## src/rtl/kronos_types.sv

```systemverilog
// Shared types for the kronos register write-back tracker.
// Holds the register-index type and the upper bound on tracker depth.
package kronos_types;

  // Largest number of in-flight register writes the tracker supports
  localparam int WBTRACK_DEPTH_MAX = 4;

  // Architectural register index (x0..x31)
  typedef logic [4:0] reg_idx_t;

  // FIFO pointer, wide enough for WBTRACK_DEPTH_MAX slots
  typedef logic [1:0] wbt_ptr_t;

  // Occupancy count, holds 0..WBTRACK_DEPTH_MAX
  typedef logic [2:0] wbt_cnt_t;

  // One-hot decode of a register index into a 32-bit mask
  function automatic logic [31:0] reg_onehot(input reg_idx_t r);
    reg_onehot = 32'd1 << r;
  endfunction

endpackage

```

## src/rtl/kronos_wbtrack.sv

```systemverilog
// kronos_wbtrack: in-order tracker of outstanding register-file writes.
// Issued writes are queued oldest-first; write-back must retire the oldest
// entry, otherwise a one-cycle wb_err pulse is raised.
// Optional feature macro: KRONOS_WBTRACK_BYPASS_EN lets a full tracker accept
// an issue in the same cycle that a write-back frees the head slot.
module kronos_wbtrack
  import kronos_types::*;
#(
  parameter int DEPTH = 2  // legal range 1..WBTRACK_DEPTH_MAX
) (
  input  logic        clk,
  input  logic        rst,
  input  logic        flush,
  input  logic        issue_vld,
  output logic        issue_rdy,
  input  logic        issue_wr,
  input  reg_idx_t    issue_rd,
  input  logic        wb_en,
  input  reg_idx_t    wb_sel,
  output logic        regwr_pending,
  output reg_idx_t    regwr_sel,
  output logic [31:0] pend_mask,
  output logic [2:0]  pend_cnt,
  output logic        wb_err
);

  if ((DEPTH < 1) || (DEPTH > WBTRACK_DEPTH_MAX)) begin : g_bad_depth
    $error("kronos_wbtrack: DEPTH out of range 1..4");
  end

  localparam wbt_cnt_t DEPTH_C  = wbt_cnt_t'(DEPTH);
  localparam wbt_ptr_t LAST_PTR = wbt_ptr_t'(DEPTH - 1);

  // Storage is sized to the maximum so pointer width matches the index width;
  // slots at or above DEPTH are never written and never become valid.
  reg_idx_t                       entry_r [WBTRACK_DEPTH_MAX];
  logic [WBTRACK_DEPTH_MAX-1:0]   vld_r;
  wbt_ptr_t                       head_r;
  wbt_ptr_t                       tail_r;
  wbt_cnt_t                       count_r;
  logic                           wb_err_r;

  reg_idx_t                       head_s;
  logic                           pop_s;
  logic                           push_s;
  logic                           err_s;
  logic                           rdy_s;
  wbt_cnt_t                       count_nxt_s;
  wbt_ptr_t                       head_nxt_s;
  wbt_ptr_t                       tail_nxt_s;
  logic [WBTRACK_DEPTH_MAX-1:0]   vld_nxt_s;
  logic [31:0]                    mask_s;

  // Advance a pointer, wrapping at the configured depth
  function automatic wbt_ptr_t ptr_next(input wbt_ptr_t p);
    ptr_next = (p == LAST_PTR) ? 2'd0 : (p + 2'd1);
  endfunction

  // Handshake decode: pop, push, protocol error and issue-ready
  always_comb begin
    head_s = entry_r[head_r];
    pop_s  = wb_en & ~flush & (count_r != 3'd0) & (wb_sel == head_s);
    err_s  = wb_en & ~flush & ((count_r == 3'd0) | (wb_sel != head_s));
`ifdef KRONOS_WBTRACK_BYPASS_EN
    rdy_s  = ~flush & ((count_r < DEPTH_C) | ((count_r == DEPTH_C) & pop_s));
`else
    rdy_s  = ~flush & (count_r < DEPTH_C);
`endif
    push_s = issue_vld & rdy_s & issue_wr & (issue_rd != 5'd0);
  end

  // Next-state for pointers, count and slot-valid bits
  always_comb begin
    head_nxt_s = pop_s  ? ptr_next(head_r) : head_r;
    tail_nxt_s = push_s ? ptr_next(tail_r) : tail_r;
    case ({push_s, pop_s})
      2'b10:   count_nxt_s = count_r + 3'd1;
      2'b01:   count_nxt_s = count_r - 3'd1;
      default: count_nxt_s = count_r;
    endcase
    vld_nxt_s = vld_r;
    // Clear before set: with bypass a full tracker may pop and push the same slot
    if (pop_s) begin
      vld_nxt_s[head_r] = 1'b0;
    end else begin
      vld_nxt_s = vld_nxt_s;
    end
    if (push_s) begin
      vld_nxt_s[tail_r] = 1'b1;
    end else begin
      vld_nxt_s = vld_nxt_s;
    end
  end

  // Pending-register mask: OR of one-hot decodes of every valid slot
  always_comb begin
    mask_s = 32'd0;
    for (int i = 0; i < WBTRACK_DEPTH_MAX; i++) begin
      if (vld_r[i]) begin
        mask_s = mask_s | reg_onehot(entry_r[i]);
      end else begin
        mask_s = mask_s;
      end
    end
    mask_s[0] = 1'b0;
  end

  // Tracker control state: reset and flush empty the queue, else apply push/pop
  always_ff @(posedge clk) begin
    if (rst) begin
      head_r   <= 2'd0;
      tail_r   <= 2'd0;
      count_r  <= 3'd0;
      vld_r    <= '0;
      wb_err_r <= 1'b0;
    end else if (flush) begin
      head_r   <= 2'd0;
      tail_r   <= 2'd0;
      count_r  <= 3'd0;
      vld_r    <= '0;
      wb_err_r <= 1'b0;
    end else begin
      head_r   <= head_nxt_s;
      tail_r   <= tail_nxt_s;
      count_r  <= count_nxt_s;
      vld_r    <= vld_nxt_s;
      wb_err_r <= err_s;
    end
  end

  // Entry storage: written on push only, contents are qualified by vld_r
  always_ff @(posedge clk) begin
    if (push_s) begin
      entry_r[tail_r] <= issue_rd;
    end
  end

  assign issue_rdy     = rdy_s;
  assign regwr_pending = (count_r != 3'd0);
  assign regwr_sel     = (count_r != 3'd0) ? head_s : 5'd0;
  assign pend_mask     = mask_s;
  assign pend_cnt      = count_r;
  assign wb_err        = wb_err_r;

endmodule

```

## config.mk

```make
export PLATFORM = sky130hd
export DESIGN_NAME = kronos_wbtrack
export DESIGN_NICKNAME = d
export VERILOG_FILES = /design/src/rtl/kronos_types.sv /design/src/rtl/kronos_wbtrack.sv
export SDC_FILE = /design/constraint.sdc
export NUM_CORES = 1
export LEC_CHECK = 0
export ABC_AREA = 1
export BUFFER_PORTS_ARGS = -buffer_cell sky130_fd_sc_hd__buf_2
export CAP_MARGIN = 10
export CORE_ASPECT_RATIO = 2
export CORE_MARGIN = 2
export CORE_UTILIZATION = 53
export CTS_CLUSTER_DIAMETER = 150
export DETAILED_ROUTE_END_ITERATION = 10
export PLACE_DENSITY = 0.89
export SYNTH_ARGS = -nofsm -noshare
export SYNTH_HDL_FRONTEND = slang
export SYNTH_SLANG_ARGS = --single-unit
```

## constraint.sdc

```tcl
create_clock -name clk -period 4.1 [get_ports clk]
set_input_delay 0.41 -clock clk [delete_from_list [all_inputs] [get_ports clk]]
set_output_delay 0.41 -clock clk [all_outputs]
set_load 0.03 [all_outputs]
```

Word-level counts from Yosys, hierarchy flattened. Memory sizes are Yosys's and may differ from the RTL's. A register that Yosys moved wholly into a read port is not among the register bits. Index checks and enable logic that the tools add are counted.

Register bits: 12. RAM bits: 20. Input bits: 16. Output and inout bits: 43. Memories: 1.

Memories: entry_r (words 4, width 5, rd ports 5, clocked after memory_dff 1, write ports 1, RTL line kronos_wbtrack.sv:36) `reg_idx_t entry_r [WBTRACK_DEPTH_MAX];`.

Add/subtract/negate cells: 4. Magnitude comparators: 5. Eq/ne operators: 6. Shift operators: 4. Muxes and demuxes: 18. Bitwise logic cells: 16. Reduce and logical (&&, ||, !) cells: 7.

Operators with widths (number): $mux W32 (4); $shl A1 B5 Y32 const A (4); $or A32 B32 Y32 (3); $and A1 B1 Y1 (8); $mux W2 (4); $mux W4 (2); $eq A2 B1 Y1 const B (3); $lt A2 B3 Y1 const B (2); $pmux W3 S2 (1); $eq A5 B5 Y1 (1); $mux W5 (1); $ne A5 B5 Y1 (1); $reduce_bool A5 Y1 (1); $add A2 B1 Y2 const B (2); $and A4 B4 Y4 (1); $demux W1 S2 (2); $ge A2 B1 Y1 const B (2); $mux W1 (4); $not A4 Y4 (1); $or A4 B4 Y4 (1); $add A3 B1 Y3 const B (1); $logic_not A3 Y1 (1); $lt A3 B2 Y1 const B (1); $reduce_bool A3 Y1 (1); other kinds (7) (8).

Depth between registers and ports, before layout. Gate-level depths: netlist of the first run.

Depth after elaboration: 9. Mapped depth: 17.

Least setup slack after synthesis of the first run. No wires, ideal clock.

Kind: reg2reg. Start point: register count_r[1] (netlist: pend_cnt[1]). End point: register count_r[1] (netlist: pend_cnt[1]). Setup time: 0.070 ns. Arrival: 2.362 ns. Path slack: 1.668 ns. Stages on the path, launching flop included: 7. Cells stage by stage: dfxtp_1 -> nor3_1 -> nand4_1 -> ha_1 -> inv_1 -> fa_1 -> a21oi_1.

Word-level cells in the longest chain between the ends: 7.

RTL lines: start, declared (RTL line kronos_wbtrack.sv:40) `wbt_cnt_t count_r;`; start signal, assigned (RTL line kronos_wbtrack.sv:125) `count_r <= count_nxt_s;`; $lt A3 B2 Y1 (*) (RTL line kronos_wbtrack.sv:67) `rdy_s = ~flush & (count_r < DEPTH_C);`; $and A1 B1 Y1 (*) (RTL line kronos_wbtrack.sv:67); via issue_rdy (RTL line kronos_wbtrack.sv:15) `output logic issue_rdy,`; $and A1 B1 Y1 (*) (3 in a row) (RTL line kronos_wbtrack.sv:69) `push_s = issue_vld & rdy_s & issue_wr & (issue_rd != 5'd0);`; $eq A2 B1 Y1 / $eq A2 B2 Y1 (equally long branches) (RTL line kronos_wbtrack.sv:76) `case ({push_s, pop_s})`; $pmux W3 S2 / $reduce_bool A2 Y1 (equally long branches).

The timed path passes the listed nets; every way through them passes the cells marked *. A chain may end at the register's enable or synchronous reset.

==> results of run 1 <==
## cells by family after synthesis
logic type,synth area share (%)
AND/OR/NAND/NOR,37.0
buffers and inverters,11.1
AO/OA/AOI/OAI,17.7
flip-flops,32.9
adder cells (fa/ha/maj),1.21
other,0.140
## report_power, final
group	switching, mW	leakage, nW	internal (mW)
registers	0.00481	0.294	0.364
clock network	0.123	0.0585	0.198
logic	0.0415	1.01	0.0174
## path summary, 6_finish.rpt
check,to,slack (ps),cells past startpoint,from
worst min register to register,tail_r[0]$_SDFFE_PP0P_,480,2,tail_r[0]$_SDFFE_PP0P_
worst max-delay path,pend_cnt[2]$_SDFFE_PP0P_,1100,17,flip-flop
worst min-delay path,entry_r[0][4]$_DFFE_PP_,360,1,issue_rd[4]
worst max register to register,pend_cnt[2]$_SDFFE_PP0P_,1100,17,flip-flop
## layout by cell type, fill, tap and decap left out, drive strengths merged, types with 2 or more instances in the layout
master   synthesis  layout
a211oi           3       3
edfxtp          20      20
o211ai           3       3
a31oi            3       3
nor3            29      29
o2111ai          3       3
o311ai           2       2
clkinv           3       3
nand2           83      83
o221ai          11      11
nand4            9       9
inv             66      66
nand3           39      39
buf              5      58
a21oi           13      13
nor4             7       7
clkbuf           1       7
a32oi            2       2
a22oi           15      15
o21ai           12      12
nor2            44      44
dfxtp           14      14
## area by class of cell
type / count / area (um^2)
fill: 453 / 1740
clock inverter: 1 / 30.0
sequential: 34 / 881
timing repair buffer: 58 / 293
inverter: 69 / 259
tap: 57 / 71.3
clock buffer: 7 / 86.3
multi-input combinational: 283 / 1500
## flip-flops by register name (all words and copies together), names as in the netlist, named ones only
signal    count
pend_cnt      3
head_r        2
wb_err        1
vld_r         4
entry_r      20
tail_r        2
## routing by layer
metal  share of wire [%]  vias to the layer above  GRT usage (%)  routed length, um
li1                    -                     1484              -                  -
met1                  31                     1529           42.4               3540
met2                  48                      261           67.1               5530
met3                 9.9                       96           15.0               1140
met4                  11                        0           41.6               1300
met5                   0                        -              0                  0
==> impl.org, run 1 <==
** Clocking
- CTS resizes :: 0
- TritonCTS built the clock tree.
- Clk pin slew, worst setup/hold paths :: around 70 ps
- In this run the clock root is driven by a clkbuf_8.
- Total clock buffers created by CTS :: 5
- After clock tree synthesis, the setup repair step added 0 buffers.
- For this design, the sink count on the clock tree is 34.
- For the worst-skew pair, the clock arrives at the later sink with an insertion delay of around 290 ps.
- Cts hold-fix bufs :: 0
- Clock Path Buffers :: 2
- The clock tree synthesis step divided the H-tree into 2 levels.

** GRT
- Across every metal layer, demand over resource in global routing totals a little over two fifths.
- The first global-routing pass estimated 17500 um of wire.
- Entering global routing, the biggest net connects 13 pins.
- The number of global-route vias before repair was between 3000 and 4000.
- Initial antenna violation count :: 0
- For this run the aggregate overflow at the end of global routing stands at 0.

** Routing
- For this run, design rule violations remaining after detail routing come to 0.
- Antenna violation net count after detailed routing :: 0
- Count of routing violations after the opening detailed-route iteration :: slightly above 200
- In the final routed layout, each cell accounts on average for 22.6 um.
- Total routed wirelength :: 11500 um
- Summing over every cut layer, the via total after detailed routing is ~3400.
- Vias per Instance :: 6.62
- Number of optimization iterations in the first detailed-route pass :: 7

** Floorplanning
- Chip height :: ~100 um
- For this configuration, the core starts out at a cell density of between 50% and 60%.
- The die covers around 0.0057 mm^2.
- The die is 54.3 um wide.
- The region available for standard cell placement spans about 0.0049 mm^2.
- In this run the count of I/O pins placed on the die edge is between 50 and 60.
- The floorplan has 36 rows.

** STA
- Ratio of final minimum period to clock period :: about three quarters
- The final count of pins violating max slew was 0.
- Setup violations remaining at the end of the flow were counted as 0.
- Across all hold checks on the routed design, the worst slack comes to approximately 360 ps.
- After layout, the minimum clock period comes to roughly 3000 ps.
- The count of final hold-check violations was 0.
- Setup repair after global routing left no endpoint under its margin.
- Maximum clock skew at final layout :: between 7 and 8 ps
- Highest clock rate :: roughly 0.33 GHz
- The worst path meets setup with about 1100 ps of slack.
- Transition time at the pin with the least slew margin :: 1000 ps
- The worst pin sits at a relative slew slack of between 30% and 40%.
- Aggregate negative setup slack :: 0 ps

** Flow run
- MaxCap Viol Count :: 0

** Worst setup path
- Launching element type of the critical path :: flip-flop
- The setup path with the least slack is of type reg -> reg.
- Walking the worst path, the cells encountered are inv_2, nand2_1, nand3_1, nand2_1, nand2_1, nand2_1, nand2_2, nor2_4, nand3_4, inv_1, ha_1, inv_1, fa_1, a21oi_1, o21ai_0, o21ai_0, a21oi_1.
- Largest fanout on the critical path :: 12
- Data required time at the worst endpoint :: ~4300 ps
- The largest single stage delay on the critical path is 580 ps.
- Slowest cell on the critical path :: dfxtp_1
- Type of destination of the critical path :: flip-flop
- Count of buffer and inverter cells on the critical path :: 3
- Top cell family by delay on the critical path :: simple AND/OR/NAND/NOR gates
- Most common cell type on the critical path :: nand2_1
- Crit path DAT :: 3160 ps

** Synthesis
- The cell count after synthesis came out at 392.
- Most used standard cell by instance count after synthesis :: nand2_1
- Cell area after synthesis :: 0.00268 mm^2
- Async set-or-reset flop fraction in the synthesized netlist :: 0%
- Synthesized flop and latch total :: 34
- Mean cell area of the mapped netlist :: roughly 6.8 um^2
- Ranking of synthesized cells by instance count :: 79 x nand2_1, 65 x inv_1, 42 x nor2_1
- Synthesis produced a netlist with a net count of 410.
- By area the synthesized netlist is led by edfxtp_1 22%, nand2_1 11%, dfxtp_1 10%, inv_1 9.1%, nand3_1 6.9%.
- Most used flip-flop cell after synthesis :: edfxtp_1
- The synthesized design devotes to its leading area cell type roughly 22% of total area.
- For this run, the number of Yosys warnings is 0.
- Number of synthesized flops with an enable pin :: 20
- Fraction of the yosys area taken by sequential cells :: approximately a third
- Summed over all instances, the cell type with the most area after synthesis is edfxtp_1.
- In this run, distinct cell masters in the synthesized netlist total 37.

** Cells and area
- 0 antenna diodes ended up in the layout.
- With fillers left out, the area of the finished cells amounts to around 0.0031 mm^2.
- Layout net count :: 469
- Excluding fillers, the count of instances in the completed layout stands at roughly 510.
- Fraction of final layout cells with drive strength greater than 1 :: between 15 and 20%
- Final core utilization :: between 60% and 70%
- Layout-stage area growth over the synthesis result :: 16.5%

** Placement
- Summing all placed instances gives a cell area of about 0.003 mm^2.
- At the end of routability-driven placement, the weighted congestion stood at between 1 and 1.5.
- OpenSTA, run right after detailed placement, puts the worst setup slack at 1440 ps.
- The count of buffers added on input and output ports is between 50 and 60.
- Summed over all nets, the half-perimeter wirelength after detailed placement is 8460 um.
- Including well taps, the total number of placed cells is 501.

** Power
- In this run the static leakage power is 1.37 nW.
- Worst vdd ir :: 0.290 mV
- In this run the power density over the cells is around 240 mW/mm^2.
- Power comes to about 750 uW.

** Worst hold path
- Class of the tightest hold or removal check :: in -> reg

** Status
- The run finished with clean final reports.
Power figures use the tool's default switching activity.
==> inputs of run 2 (changes only) <==
- ABC_AREA: 1 -> 0
- PLACE_DENSITY: 0.89 -> 0.9
- clock period: 4.1 -> 3.1 ns (I/O delays scaled with it)
==> run 2 against run 1 <==
Combinational power rose by 15%. Largest power group unchanged. Register-to-register slack lost 940 ps. Cell count is 21% lower. Critical endpoint unchanged.
==> impl.org, run 2 <==
** Floorplanning
- Die width :: between 50 and 60 um
- Starting utilization of the core area :: between 50% and 60%
- In this run the vertical extent of the chip is approximately 100 um.
- The die covers about 0.0054 mm^2.
- Number of ports placed on the die boundary :: just under 60
- Core Box Area :: roughly 0.0046 mm^2
- Placement Rows :: 35

** Placement
- The count of buffers added on input and output ports is between 50 and 60.
- Detailed placer's ending HPWL :: 6420 um
- The placed instances occupy a cell area of around 0.0029 mm^2.
- At the end of routability-driven placement, the weighted congestion stood at between 0.9 and 1.

** Flow run
- Max-cap violations in this run came to 0.

** GRT
- Wire length of the first global-routing pass :: 13100 um
- Via count of the first global-routing pass :: about 2600
- GRT Total Usage :: 33.7%
- The initial antenna violation count is 0.
- Maximum number of pins on one net before global-route repair :: 13
- After global routing the overflow that remains totals 0.

** Clocking
- Clock-pin slew was measured on the worst setup and hold paths at 70 ps.
- Clock tree from TritonCTS :: yes
- Clock latency on the worst-skew pair, taken at its later pin, is 290 ps.
- Clock Path Buffers :: 2
- Cts hold-fix bufs :: 0
- Cell at the root of the clock tree :: clkbuf_8
- TritonCTS sink count :: 34
- Total clock buffers created by CTS :: 5
- Number of H-tree levels :: 2

** Cells and area
- Counting flops per register, the top entry is entry_r.
- Fraction of final layout cells with drive strength greater than 1 :: 28.9%
- Commonest non-fill, non-tap cell in the layout :: buf_2
- Commonest cells after routing, fill and taps aside :: 57 x buf_2, 22 x nand2_1, 22 x nor2_1
- At the end of the flow, the number of nets in the layout was roughly 370.
- At the end of the flow the core is filled with cells to about two thirds.
- # diodes :: 0
- The area growth from synthesis to layout is 22.0%.
- The register with the most flip-flops in the layout has 20 of them.
- After routing the design area is between 0.003 and 0.004 mm^2.

** STA
- Summed over all failing endpoints, the final setup total negative slack is 0 ps.
- Ratio of final minimum period to clock period :: 94.7%
- For the final database, setup skew stands at slightly below 4 ps.
- The final count of pins violating max slew is 0.
- Static timing analysis puts the maximum clock frequency at between 0.3 and 0.4 GHz.
- Final setup vio count :: 0
- The worst pin sits at a relative slew slack of between 50% and 60%.
- The count of final hold-check violations came to 0.
- For the pin with the worst max-slew slack, the measured transition is between 600 and 700 ps.
- The worst path needs 2930 ps of the cycle, external delays included.

** Worst setup path
- Crit path DAT :: 3160 ps
- STA classifies the critical path endpoint as a flip-flop.
- Launching element type of the critical path :: flip-flop
- Startpoint-to-endpoint class of the critical path :: reg -> reg
- Data required time at the worst endpoint :: between 3000 and 4000 ps
- Largest fanout on the critical path :: 7

** Synthesis
- Number of synthesized flops with an enable pin :: 20
- Sorting the synthesized cells by how often they occur yields 22 x nand2_1, 22 x nor2_1, 20 x a21oi_1, 20 x edfxtp_1, 20 x o221ai_1.
- Cell area after synthesis :: around 0.0025 mm^2
- After synthesis the netlist holds a flip-flop and latch count of 34.
- During synthesis, Yosys emitted a total of 0 warnings.
- Post-synth cell types :: 45
- Biggest area contributors in the synthesized netlist :: edfxtp_1 24%, dfxtp_1 11%, o221ai_1 6.9%, a21oi_1 3.9%, a22oi_1 3.8%
- For this run, asynchronously set or reset flops after synthesis account for 0%.
- Synthesis produced a netlist with a net count of 301.
- Library cell with the largest summed area after synthesis :: edfxtp_1
- The share of the Yosys chip area taken by registers is 34.7%.
- For this run, the leading register cell type out of synthesis is edfxtp_1.
- The synthesized design devotes to its leading area cell type a little under a quarter of total area.
- In this run the mean area of a mapped cell was 8.96 um^2.
- The cell count after synthesis came out at 283.

** Power
- Per report_power, the sequential group accounts for approximately 47% of the total.
- The analysis attributes to net switching a power of ~210 uW.
- Per report_power, the combinational group accounts for under 10% of the total.
- In this run the power density over the cells is ~340 mW/mm^2.
- Internal Dissipation :: 828 uW
- Leak Pwr :: 1.21 nW
- Proportion of total power due to net switching :: between 20% and 30%
- Worst vdd ir :: between 0.6 and 0.7 mV
- Clock power frac :: 46.8%

** Routing
- The detailed router finished its first iteration with between 200 and 250 violations.
- Vias per Instance :: between 6 and 7
- Antenna violation net count after detailed routing :: 0
- Number of remaining DRC errors :: 0
- For this run, the detailed router's first-pass iteration total came to 5.
- Routed length per placed instance :: around 21 um
- Total routed wirelength :: between 8000 and 9000 um
- DR vias :: 2772

** Worst hold path
- Class of the tightest hold or removal check :: in -> reg

** Status
- The run finished with clean final reports.
[run 2: changes by cell type after synthesis, sizes merged, moves of 9 or more]
| cell | delta |
|---|---|
| nor3b | +11 |
| clkbuf | +13 |
| inv | -60 |
| nor3 | -22 |
| nand2 | -61 |
| nand3 | -32 |
| nand3b | +11 |
| nand4 | -9 |
| nor2 | -22 |
| o221ai | +9 |
[run 2: final cells by class]
class	instances	area, um^2
multi-input cells	225	1550
fillers	400	1510
flip-flops and latches	34	882
repair buffers	76	428
clock buffers	5	68.8
clock inverters	3	68.8
well taps	55	68.8
inverters	6	22.5
[run 2: per-layer routing]
metal	share of wire, %	track usage (%)	vias to the layer above
met5	0	0	-
li1	-	-	1235
met1	31	32.4	1277
met2	55	63.2	204
met3	7.2	3.24	56
met4	6.8	23.3	0
[run 2: repair_timing]
item                                    4_1_cts  5_1_grt
endpoints found under the setup margin        0        1
resized for setup                             0        2
setup buffers                                 0        2
[run 2: stage by stage]
step,cells,hold WS [ps],total power [mW],setup WS [ps]
floorplan,283,409,0.531,141
global route,404,255,1.06,-1.67
global placement,394,488,0.560,272
finish,404,259,1.04,165
CTS,402,255,1.04,134
detailed placement,394,506,0.561,158
[run 2: worst max-delay path, cell delays in order, from the launching register on]
cell and delay, ps:
edfxtp_1 480, mux4_2 530, xnor2_1 160, nand2_1 120, nor4_4 300, ha_1 240
inv_1 60, fa_1 370, xor2_1 160, or3_1 300, a21oi_1 140
[run 2: power by group through the flow]
stage	sequential, mW	combinational [mW]	clock [mW]
after floorplan	0.496	0.0354	0
final	0.486	0.0677	0.486
after global placement	0.495	0.0643	0
after CTS	0.486	0.0666	0.486
after detailed placement	0.496	0.0655	0
after global routing	0.486	0.0724	0.499
[run 2: path summary, 6_finish.rpt]
check	start	endpoint	cells past startpoint	slack (ps)
worst max-delay path	entry_r[0][3]$_DFFE_PP_	pend_cnt[2]$_SDFFE_PP0P_	10	170
worst min-delay path	issue_rd[0]	entry_r[0][0]$_DFFE_PP_	1	260
worst min register to register	pend_cnt[2]$_SDFFE_PP0P_	pend_cnt[2]$_SDFFE_PP0P_	2	530
worst max register to register	entry_r[0][3]$_DFFE_PP_	pend_cnt[2]$_SDFFE_PP0P_	10	170
[run 2: cell families (layout without fill, tap and decap cells)]
family,count (synthesis),count (layout),share of synthesized area (%)
compound gates,81,81,23.1
simple gates,125,125,29.2
other cells,1,1,0.148
flops,34,34,34.7
buf+inv,24,90,4.10
xor+xnor,7,7,2.42
fa+ha+maj,2,2,1.28
mux,9,9,5.03
==> inputs of run 3 (changes only) <==
- clock period: 3.1 -> 2.8 ns (I/O delays scaled with it)
==> run 3 against run 2 <==
The flow now finishes with violations (setup timing). Design area grew 2.2%. Clock power is 29% lower. Cell count is 3.5% higher. Sequential share of layout area decreased by 0.53 points. Utilization rose by 1.5 points. Routed wire length up 3.1%. Global-route usage rose by 0.38 points. Total power decreased by 7.9%.
==> impl.org, run 3 (synthesized netlist as in run 2, its figures left out) <==
** Power
- The analysis attributes to net switching a power of 226 uW.
- Of the total power, the clock network draws between 30% and 40%.
- Seq pwr share :: between 50% and 60%
- Combinational share of power :: around 8.3%
- Leak Pwr :: roughly 1.3 nW
- The completed layout was analyzed and its total power is 958 uW.
- PwrDens :: around 300 mW/mm^2
- Internal Dissipation :: around 730 uW
- Worst vdd ir :: about 0.46 mV
- Proportion of total power due to net switching :: between 20% and 30%

** GRT
- After global routing the overflow that remains totals 0.
- The first global-routing pass estimated 13400 um of wire.
- Initial antenna violation count :: 0
- Entering global routing, the biggest net connects 12 pins.
- GRT Total Usage :: between 30 and 40%
- The number of global-route vias before repair came to 2727.

** STA
- Ratio of final minimum period to clock period :: 100%
- Once routing completed, OpenROAD measured the worst setup slack at -8.47 ps.
- The count of final hold-check violations is 0.
- Highest clock rate :: ~0.36 GHz
- For the pin with the worst max-slew slack, the measured transition is around 680 ps.
- Final setup vio count :: 1
- Worst slew margin relative to its limit :: between 50% and 60%
- Fin. max-slew vios :: 0
- Maximum clock skew at final layout :: around 7.6 ps
- Setup repair after global routing could not meet its margin everywhere.
- Min Tclk post-route :: roughly 2800 ps
- Worst hold slack :: about 240 ps

** Routing
- Using the TritonRoute via totals, the vias-per-cell ratio works out to 6.94.
- After detailed routing, the average wire length per cell comes to 21.3 um.
- Count of routing violations after the opening detailed-route iteration :: between 200 and 250
- The detail route stage leaves a number of antenna-violating nets equal to 0.
- After detailed routing, the total wire length is approximately 8900 um.
- Number of optimization iterations in the first detailed-route pass :: 5
- In the routed design, unresolved DRC markers number 0.
- DR vias :: between 2000 and 3000

** Floorplanning
- The floorplan has 35 rows.
- Number of ports placed on the die boundary :: a little under 60
- In this run the horizontal extent of the chip is around 53 um.
- Area of the die :: 0.00539 mm^2
- Core Box Area :: between 0.004 and 0.005 mm^2
- The die is between 100 and 150 um tall.
- For this configuration, the core starts out at a cell density of a little under three fifths.

** Clocking
- Clock tree synthesis found a total of 34 sinks.
- The clock passes through at most 2 buffers.
- The clock reaches the later pin of the worst-skew pair after between 200 and 300 ps.
- Clock tree synthesis inserted a total of 5 buffers.
- The clock tree synthesis step divided the H-tree into 2 levels.
- Cts hold-fix bufs :: 0
- Cell at the root of the clock tree :: clkbuf_8
- Clock-pin slew was measured on the worst setup and hold paths at approximately 70 ps.
- Clock tree from TritonCTS :: yes

** Worst setup path
- Startpoint of the lowest-slack register-to-register path :: entry_r[0][2]$_DFFE_PP_
- The worst setup path is of the reg -> reg kind.
- Along the worst path, the maximum fanout reaches 2.
- STA classifies the critical path startpoint as a flip-flop.
- At the worst endpoint, the required time is 3020 ps.
- Data arrives at the worst endpoint at 3030 ps.
- The most critical setup path has its startpoint at entry_r[0][2]$_DFFE_PP_.
- Type of destination of the critical path :: flip-flop

** Worst hold path
- The worst hold path belongs to the class in -> reg.
- In this run the most critical hold path is launched from issue_rd[3].

** Flow run
- MaxCap Viol Count :: 0

** Status
- Violations in the final reports :: setup timing
- The run finished, with violations left.

** Cells and area
- Compared with the post-synthesis result, the final layout area differs by 24.7%.
- Fraction of final layout cells with drive strength greater than 1 :: between 30% and 40%
- Fill cell total of the finished layout :: between 300 and 400
- In the final design database the tool counted between 300 and 400 nets.
- In the layout the commonest cells are 57 x buf_2, 33 x buf_4, 22 x nand2_1, 22 x nor2_1.
- Final core utilization :: between 60 and 70%
- # diodes :: 0
- entry_r holds more flip-flops than any other register.
- Commonest non-fill, non-tap cell in the layout :: buf_2
- Max FFs per register :: 20

** Placement
- Final RePlAce weighted congestion :: 1.01
- Number of port buffers :: 57
- Detailed placer's ending HPWL :: roughly 6500 um
[run 3: cell types whose count changed in the layout (fill, tap and decap cells not counted), sizes merged]
cell | before | now
buf | 76 | 90
bufinv | 2 | 0
clkbuf | 5 | 6
clkinv | 1 | 2
[run 3: repair_timing]
action / CTS / global route
setup buffers: 1 / 4
pin swaps: 0 / 3
setup endpoints to repair: 1 / 2
resized for setup: 2 / 3
[run 3: area by class of cell]
class | instances | area [um^2] | share of cell area, %
multi-input combinational | 225 | 1570 | 49.7
sequential | 34 | 885 | 28.0
timing repair buffer | 90 | 533 | 16.9
clock buffer | 6 | 72.6 | 2.30
tap | 55 | 68.8 | 2.18
inverter | 6 | 22.5 | 0.713
clock inverter | 2 | 8.76 | 0.277
[run 3: worst paths after layout]
kind                            cells after the start  slack, ps                        to
worst min-delay path                                1        240   entry_r[1][3]$_DFFE_PP_
worst min register to register                      2        520                 flip-flop
worst max register to register                     10         -8  pend_cnt[2]$_SDFFE_PP0P_
worst max-delay path                               10         -8  pend_cnt[2]$_SDFFE_PP0P_
[run 3: power groups by stage]
stage               sequential, mW  clock [mW]  combinational (mW)
floorplan                    0.549           0              0.0396
CTS                          0.537       0.346              0.0761
global placement             0.547           0              0.0726
detailed placement           0.548           0              0.0742
finish                       0.536       0.343              0.0792
global route                 0.536       0.362              0.0841
[run 3: through the flow]
stage / cells / setup WS, ps / cell area, um^2 / TNS [ps]
after floorplan: 283 / -101 / 2550 / -101
final: 418 / -8.47 / 3160 / -8.47
after global routing: 418 / -136 / 3160 / -136
after CTS: 414 / 7.11 / 3120 / 0
after global placement: 405 / 30.5 / 3020 / 0
after detailed placement: 405 / -71.4 / 3020 / -71.4
[run 3: worst max-delay path: stages (launching register included)]
cell	delay, ps
edfxtp_1	430
mux4_2	530
xnor2_2	170
nand3b_1	130
nor4_4	290
ha_2	220
inv_1	50
fa_2	320
xor2_1	160
or3_1	320
a21oi_2	120
[run 3: per-layer routing]
| metal | GRT usage (%) | share of wire (%) | vias to the layer above | wire (um) |
|---|---|---|---|---|
| li1 | - | - | 1264 | - |
| met5 | 0 | 0 | - | 0 |
| met4 | 28.6 | 8.2 | 0 | 731 |
| met2 | 59.0 | 53 | 225 | 4720 |
| met3 | 5.46 | 7.2 | 69 | 642 |
| met1 | 33.7 | 31 | 1343 | 2800 |
